==> src/rtl/addsub_pkg.sv <==
// rtl/addsub_pkg.sv - shared encodings for the serial add/subtract sequencer
package addsub_pkg;

    localparam int   NIBBLE_W = 4;
    localparam logic OP_ADD   = 1'b0;
    localparam logic OP_SUB   = 1'b1;

    typedef enum logic [1:0] {
        S_IDLE = 2'd0,
        S_RUN  = 2'd1,
        S_DONE = 2'd2
    } state_e;

endpackage

==> src/rtl/serial_addsub_ctrl_if.sv <==
// rtl/serial_addsub_ctrl_if.sv - command/result handshake bundle for serial_addsub_ctrl
interface serial_addsub_ctrl_if #(
    parameter int W = 16
);
    logic         start_valid;
    logic         start_ready;
    logic         op;
    logic [W-1:0] a;
    logic [W-1:0] b;
    logic         res_valid;
    logic         res_ready;
    logic [W-1:0] res;
    logic         cout;
    logic         ovf;

    modport master (
        output start_valid, op, a, b, res_ready,
        input  start_ready, res_valid, res, cout, ovf
    );

    modport slave (
        input  start_valid, op, a, b, res_ready,
        output start_ready, res_valid, res, cout, ovf
    );
endinterface

==> src/rtl/fadder.sv <==
// rtl/fadder.sv - single-bit full adder
module fadder (
    input  logic a_i,
    input  logic b_i,
    input  logic cin_i,
    output logic sum_o,
    output logic cout_o
);
    assign sum_o  = a_i ^ b_i ^ cin_i;
    assign cout_o = (a_i & b_i) | (cin_i & (a_i ^ b_i));
endmodule

==> src/rtl/nibble_add.sv <==
// rtl/nibble_add.sv - 4-bit ripple adder with an independent carry-in
module nibble_add
    import addsub_pkg::*;
(
    input  logic [NIBBLE_W-1:0] a_i,
    input  logic [NIBBLE_W-1:0] b_i,
    input  logic                cin_i,
    output logic [NIBBLE_W-1:0] sum_o,
    output logic                cout_o
);
    logic [NIBBLE_W:0] carry;

    assign carry[0] = cin_i;
    assign cout_o   = carry[NIBBLE_W];

    for (genvar i = 0; i < NIBBLE_W; i++) begin : g_bit
        fadder u_fa (
            .a_i   (a_i[i]),
            .b_i   (b_i[i]),
            .cin_i (carry[i]),
            .sum_o (sum_o[i]),
            .cout_o(carry[i+1])
        );
    end
endmodule

==> src/rtl/serial_addsub_ctrl.sv <==
// rtl/serial_addsub_ctrl.sv - multi-precision add/subtract, one nibble per clock, LSB first
module serial_addsub_ctrl
    import addsub_pkg::*;
#(
    parameter int NIBBLES = 4
) (
    input  logic                 clk,
    input  logic                 rst_n,
    serial_addsub_ctrl_if.slave  bus
);
    localparam int W     = NIBBLE_W * NIBBLES;
    localparam int IDX_W = (NIBBLES > 1) ? $clog2(NIBBLES) : 1;
    localparam logic [IDX_W-1:0] IDX_LAST = IDX_W'(NIBBLES - 1);

    state_e            state_q, state_d;
    logic [IDX_W-1:0]  idx_q, idx_d;
    logic              carry_q, carry_d;
    logic              op_q, op_d;
    logic [W-1:0]      a_q, a_d;
    logic [W-1:0]      b_q, b_d;
    logic [W-1:0]      res_q, res_d;
    logic              cout_q, cout_d;
    logic              ovf_q, ovf_d;

    logic [NIBBLE_W-1:0] a_nib;
    logic [NIBBLE_W-1:0] b_nib;
    logic [NIBBLE_W-1:0] sum;
    logic                slice_cout;

    // b_nib is already inverted for subtract, so the slice and the overflow test see B'.
    always_comb begin
        a_nib = '0;
        b_nib = '0;
        for (int i = 0; i < NIBBLES; i++) begin
            if (idx_q == IDX_W'(i)) begin
                a_nib = a_q[i*NIBBLE_W +: NIBBLE_W];
                b_nib = b_q[i*NIBBLE_W +: NIBBLE_W] ^ {NIBBLE_W{op_q}};
            end
        end
    end

    nibble_add u_slice (
        .a_i   (a_nib),
        .b_i   (b_nib),
        .cin_i (carry_q),
        .sum_o (sum),
        .cout_o(slice_cout)
    );

    assign bus.start_ready = (state_q == S_IDLE);
    assign bus.res_valid   = (state_q == S_DONE);
    assign bus.res         = res_q;
    assign bus.cout        = cout_q;
    assign bus.ovf         = ovf_q;

    always_comb begin
        state_d = state_q;
        idx_d   = idx_q;
        carry_d = carry_q;
        op_d    = op_q;
        a_d     = a_q;
        b_d     = b_q;
        res_d   = res_q;
        cout_d  = cout_q;
        ovf_d   = ovf_q;
        unique case (state_q)
            S_IDLE: begin
                if (bus.start_valid) begin
                    a_d     = bus.a;
                    b_d     = bus.b;
                    op_d    = bus.op;
                    carry_d = bus.op;
                    idx_d   = '0;
                    res_d   = '0;
                    state_d = S_RUN;
                end
            end
            S_RUN: begin
                for (int i = 0; i < NIBBLES; i++) begin
                    if (idx_q == IDX_W'(i)) res_d[i*NIBBLE_W +: NIBBLE_W] = sum;
                end
                carry_d = slice_cout;
                if (idx_q == IDX_LAST) begin
                    cout_d  = slice_cout;
                    ovf_d   = (a_nib[NIBBLE_W-1] == b_nib[NIBBLE_W-1]) &&
                              (sum[NIBBLE_W-1] != a_nib[NIBBLE_W-1]);
                    state_d = S_DONE;
                end else begin
                    idx_d = idx_q + IDX_W'(1);
                end
            end
            S_DONE: begin
                if (bus.res_ready) state_d = S_IDLE;
            end
            default: state_d = S_IDLE;
        endcase
    end

    always_ff @(posedge clk or negedge rst_n) begin
        if (!rst_n) begin
            state_q <= S_IDLE;
            idx_q   <= '0;
            carry_q <= 1'b0;
            op_q    <= OP_ADD;
            a_q     <= '0;
            b_q     <= '0;
            res_q   <= '0;
            cout_q  <= 1'b0;
            ovf_q   <= 1'b0;
        end else begin
            state_q <= state_d;
            idx_q   <= idx_d;
            carry_q <= carry_d;
            op_q    <= op_d;
            a_q     <= a_d;
            b_q     <= b_d;
            res_q   <= res_d;
            cout_q  <= cout_d;
            ovf_q   <= ovf_d;
        end
    end
endmodule

==> src/flat_wrapper.sv <==
// flat-port wrapper written by rule: the top's interface ports become plain ports
module serial_addsub_ctrl_flat import addsub_pkg::*;
#(
    parameter int NIBBLES = 4
)
  (clk, rst_n, bus_start_valid, bus_op, bus_a, bus_b, bus_res_ready, bus_start_ready, bus_res_valid, bus_res, bus_cout, bus_ovf);
  serial_addsub_ctrl_if #(.W((16))) bus_i ();
  input  logic clk;
  input  logic rst_n;
  input wire logic [$bits(bus_i.start_valid)-1:0] bus_start_valid;
  input wire logic [$bits(bus_i.op)-1:0] bus_op;
  input wire logic [$bits(bus_i.a)-1:0] bus_a;
  input wire logic [$bits(bus_i.b)-1:0] bus_b;
  input wire logic [$bits(bus_i.res_ready)-1:0] bus_res_ready;
  output wire logic [$bits(bus_i.start_ready)-1:0] bus_start_ready;
  output wire logic [$bits(bus_i.res_valid)-1:0] bus_res_valid;
  output wire logic [$bits(bus_i.res)-1:0] bus_res;
  output wire logic [$bits(bus_i.cout)-1:0] bus_cout;
  output wire logic [$bits(bus_i.ovf)-1:0] bus_ovf;
  assign bus_i.start_valid = bus_start_valid;
  assign bus_i.op = bus_op;
  assign bus_i.a = bus_a;
  assign bus_i.b = bus_b;
  assign bus_i.res_ready = bus_res_ready;
  assign bus_start_ready = bus_i.start_ready;
  assign bus_res_valid = bus_i.res_valid;
  assign bus_res = bus_i.res;
  assign bus_cout = bus_i.cout;
  assign bus_ovf = bus_i.ovf;
  serial_addsub_ctrl #(.NIBBLES(NIBBLES)) u_core (.clk(clk), .rst_n(rst_n), .bus(bus_i));
endmodule
==> config.mk <==
export PLATFORM = sky130hd
export DESIGN_NAME = serial_addsub_ctrl_flat
export DESIGN_NICKNAME = d
export VERILOG_FILES = /design/src/rtl/addsub_pkg.sv /design/src/rtl/serial_addsub_ctrl_if.sv /design/src/rtl/fadder.sv /design/src/rtl/nibble_add.sv /design/src/rtl/serial_addsub_ctrl.sv /design/src/flat_wrapper.sv
export SDC_FILE = /design/constraint.sdc
export NUM_CORES = 1
export LEC_CHECK = 0
export CORE_MARGIN = 2
export CORE_UTILIZATION = 35
export DETAILED_ROUTE_END_ITERATION = 8
export GPL_TIMING_DRIVEN = 0
export SKIP_LAST_GASP = 1
export SYNTH_ARGS = -nofsm -noshare
export SYNTH_HDL_FRONTEND = slang
export SYNTH_HIERARCHICAL = 1
export SYNTH_SLANG_ARGS = --single-unit
export TNS_END_PERCENT = 100
==> constraint.sdc <==
create_clock -name clk -period 8.7 [get_ports clk]
set_input_delay 1.74 -clock clk [delete_from_list [all_inputs] [get_ports clk]]
set_output_delay 1.74 -clock clk [all_outputs]
set_load 0.005 [all_outputs]
==> results_dict.tcl <==
set metrics [dict create \
    die_area_um2 8880 \
    vias 1938 \
    cp_max_fo 10 \
    core_um2 7810 \
    rows 32 \
    cts_hold_buf 0 \
    nets 333 \
    start_util 0.365 \
    synth_area_leaders "dfrtp_1 49%, mux2_2 17%, a22o_1 5.5%" \
    p_int_uw 956 \
    ios 57 \
    worstSetupStartpointType "flop" \
    async_flop_share 1.00 \
    p_sw_uw 601 \
    power_density_nw_per_um2 430 \
    ys_seq_area_frac 0.491 \
    synth_seq_cells 56 \
    drv_slew 0 \
    fin_crit_ns 4.26 \
    dr.pass1.iters 4 \
    grt_busiest_layer "met2" \
    fp.dieH_um 94.3 \
    wl_per_cell_um 15.6 \
    antenna_cells 0 \
    setup_slack_ns 4.44 \
    overflow 0 \
    grt_pass1_wl_um 10000 \
    yosysUniqueCellTypes 28 \
    synth_top_cell_by_area "dfrtp_1" \
    place_congestion 0.786 \
    worstPathArrival_ns 4.47 \
    drcViolationCount 0 \
    pre_cts_slack_ns 4.46 \
    p_leak_nw 1.52 \
    end_kind "flop" \
    maxCapViolations 0 \
    htreeDepth 2 \
    numCtsBuffers 5 \
    power_frac_comb 0.616 \
    synthCells 224 \
    hold_path_class "reg -> reg" \
    post_synth.cell_area_avg_um2 12.7 \
    max-slew-margin-rel 0.621 \
    grt_max_degree 40 \
    min_period_over_period 0.490 \
    clkLatencyLatePin_ns 0.31 \
    cts_root_buf "clkbuf_8" \
    grt.total_usage 0.148 \
    fin_skew_ns 0.00543 \
    synth_top_area_share 0.491 \
    clkPwrFrac 0.083 \
    clk_path_buf_depth 2 \
    grt_pass1_vias 1989 \
    grt_util_met2 0.230 \
    grt_setup_unrepaired "no" \
    setup-tns-final_ns 0 \
    drive_above_1_share 0.227 \
    cts_setup_buffers 0 \
    wirelength_um 6070 \
    ys_warn_count 6 \
    port_buffers 56 \
    cts_resized 0 \
    clock_sinks 56 \
    cts_tree "yes" \
    fmax_ghz 0.235 \
    outcome "finished, final reports clean" \
    clk_pin_slew_worst_paths_ns 0.09 \
    dieWidth_um 94.3 \
    vias_per_cell 4.99 \
    finalSetupViolations 0 \
    hold_slack_ns 0.497 \
    worstMarginPinSlew_ns 0.563 \
    irDropWorstVdd_mv 0.143 \
    syn_to_final_growth_pct 27.1 \
    hold_violations 0 \
    hpwl_um 4580 \
    grt_antenna_before_repair 0 \
    critPathKind "reg -> reg" \
    seqPwrFrac 0.301 \
    switching_share 0.386 \
    met1_usage 0.209 \
    grt_use_met3 0.0273 \
    synth-edff-count 0 \
    fillerInstances 750 \
    synthesis.area_um2 2850 \
    postRouteAntennaNets 0 \
    initialDrtViolationCount 51 \
    ys_dominant_reg_cell "dfrtp_1" \
    syn-num-nets 269 \
    required_ns 8.90 \
]
==> cell usage after synthesis, types with 7 or more instances <==
library cell	n
a221oi_1	7
o21ai_0	7
nor2b_1	11
nand2_1	9
xnor2_1	8
a22o_1	18
dfrtp_1	56
xor2_1	8
nor2_1	7
buf_2	7
mux2_2	44
==> cell families after synthesis <==
logic type	count (synthesis)	share of synthesized area
muxes	47	0.185
buffers and inverters	20	0.0426
adders and majority gates	8	0.0456
and+or+nand+nor	32	0.0619
DFF	56	0.491
AOI/OAI and AO/OA	45	0.124
xor gates and xnor gates	16	0.0491
==> placed cells by master (no fill, tap or decap) <==
master | synthesis | routed
buf_2 | 7 | 8
buf_12 | 0 | 1
dfrtp_1 | 56 | 56
a221oi_1 | 7 | 7
clkbuf_1 | 3 | 3
mux2i_1 | 1 | 1
inv_1 | 4 | 4
a22oi_1 | 1 | 1
nor3b_4 | 1 | 1
buf_4 | 2 | 2
mux2_2 | 44 | 44
o21ai_0 | 7 | 7
nor3b_1 | 1 | 1
buf_6 | 4 | 4
a211oi_1 | 2 | 2
fa_1 | 4 | 4
o31ai_1 | 4 | 4
ha_1 | 4 | 4
nand3b_1 | 2 | 2
nand2_1 | 9 | 9
a211o_1 | 4 | 4
clkdlybuf4s50_1 | 0 | 55
nor2_1 | 7 | 7
nor2b_1 | 11 | 11
a31oi_1 | 2 | 2
xnor2_1 | 8 | 8
a22o_1 | 18 | 18
and2_1 | 1 | 1
clkbuf_8 | 0 | 5
xor2_1 | 8 | 8
mux2_1 | 2 | 2
==> cell type report <==
type / instances / area (µm²) / area share
clock buffers: 5 / 68.8 / 0.0190
well taps: 102 / 128 / 0.0352
plain buffers: 16 / 106 / 0.0294
multi-input cells: 148 / 1330 / 0.367
flip-flops and latches: 56 / 1400 / 0.387
repair buffers: 57 / 576 / 0.159
inverters: 4 / 15.0 / 0.00414
==> final timing paths <==
check,start,endpoint,slack [ns],cells past startpoint
setup / recovery,u_core/idx_q[0]$_DFFE_PN0P_,u_core/bus.res[3]$_DFFE_PN0P_,4.44,13
hold / removal,u_core/a_q[5]$_DFFE_PN0P_,u_core/a_q[5]$_DFFE_PN0P_,0.50,1
setup reg to reg,u_core/idx_q[0]$_DFFE_PN0P_,u_core/bus.res[3]$_DFFE_PN0P_,4.44,13
hold reg to reg,u_core/a_q[5]$_DFFE_PN0P_,u_core/a_q[5]$_DFFE_PN0P_,0.50,1
max in group asynchronous,rst_n,u_core/b_q[2]$_DFFE_PN0P_,6.80,2
min in group asynchronous,rst_n,u_core/bus.res[4]$_DFFE_PN0P_,1.35,1
==> routing by layer <==
metal	vias to the layer above	routed length, µm
li1	928	-
met1	949	2990
met2	52	2740
met3	9	260
met4	0	87
met5	-	0
==> state kept, by name, indices dropped and copies added, names as in the netlist <==
name	count
u_core/bus.res	16
u_core/bus.ovf	1
u_core/carry_q	1
u_core/bus.cout	1
u_core/op_q	1
u_core/a_q	16
u_core/b_q	16
u_core/state_q	2
u_core/idx_q	2
==> critical path: stages, from the launching register on <==
cell and delay [ns]:
dfrtp_1 0.44, inv_1 0.12, ha_1 0.18, buf_2 0.26
clkbuf_1 0.42, a211o_1 0.21, o21ai_0 0.13, fa_1 0.42
fa_1 0.40, fa_1 0.40, fa_1 0.53, nor2b_1 0.21
mux2_2 0.27, a22o_1 0.17
==> metrics by stage <==
step | power, mW | std cells | area [µm²] | util
global placement | 1.42 | 382 | 3540 | 0.453
CTS | 1.57 | 388 | 3620 | 0.464
finish | 1.56 | 388 | 3620 | 0.464
detailed placement | 1.44 | 383 | 3550 | 0.455
global route | 1.69 | 388 | 3620 | 0.464
floorplan | 1.15 | 224 | 2850 | -
==> power groups by stage <==
stage          registers (mW)  logic, mW  clock network, mW
2_1_floorplan           0.456      0.693                  0
3_3_place_gp            0.470      0.952                  0
3_5_place_dp            0.475      0.960                  0
4_1_cts                 0.469      0.967              0.135
5_1_grt                 0.484       1.06              0.147
6_report                0.468      0.959              0.130
(Power assumes the default switching activity.)
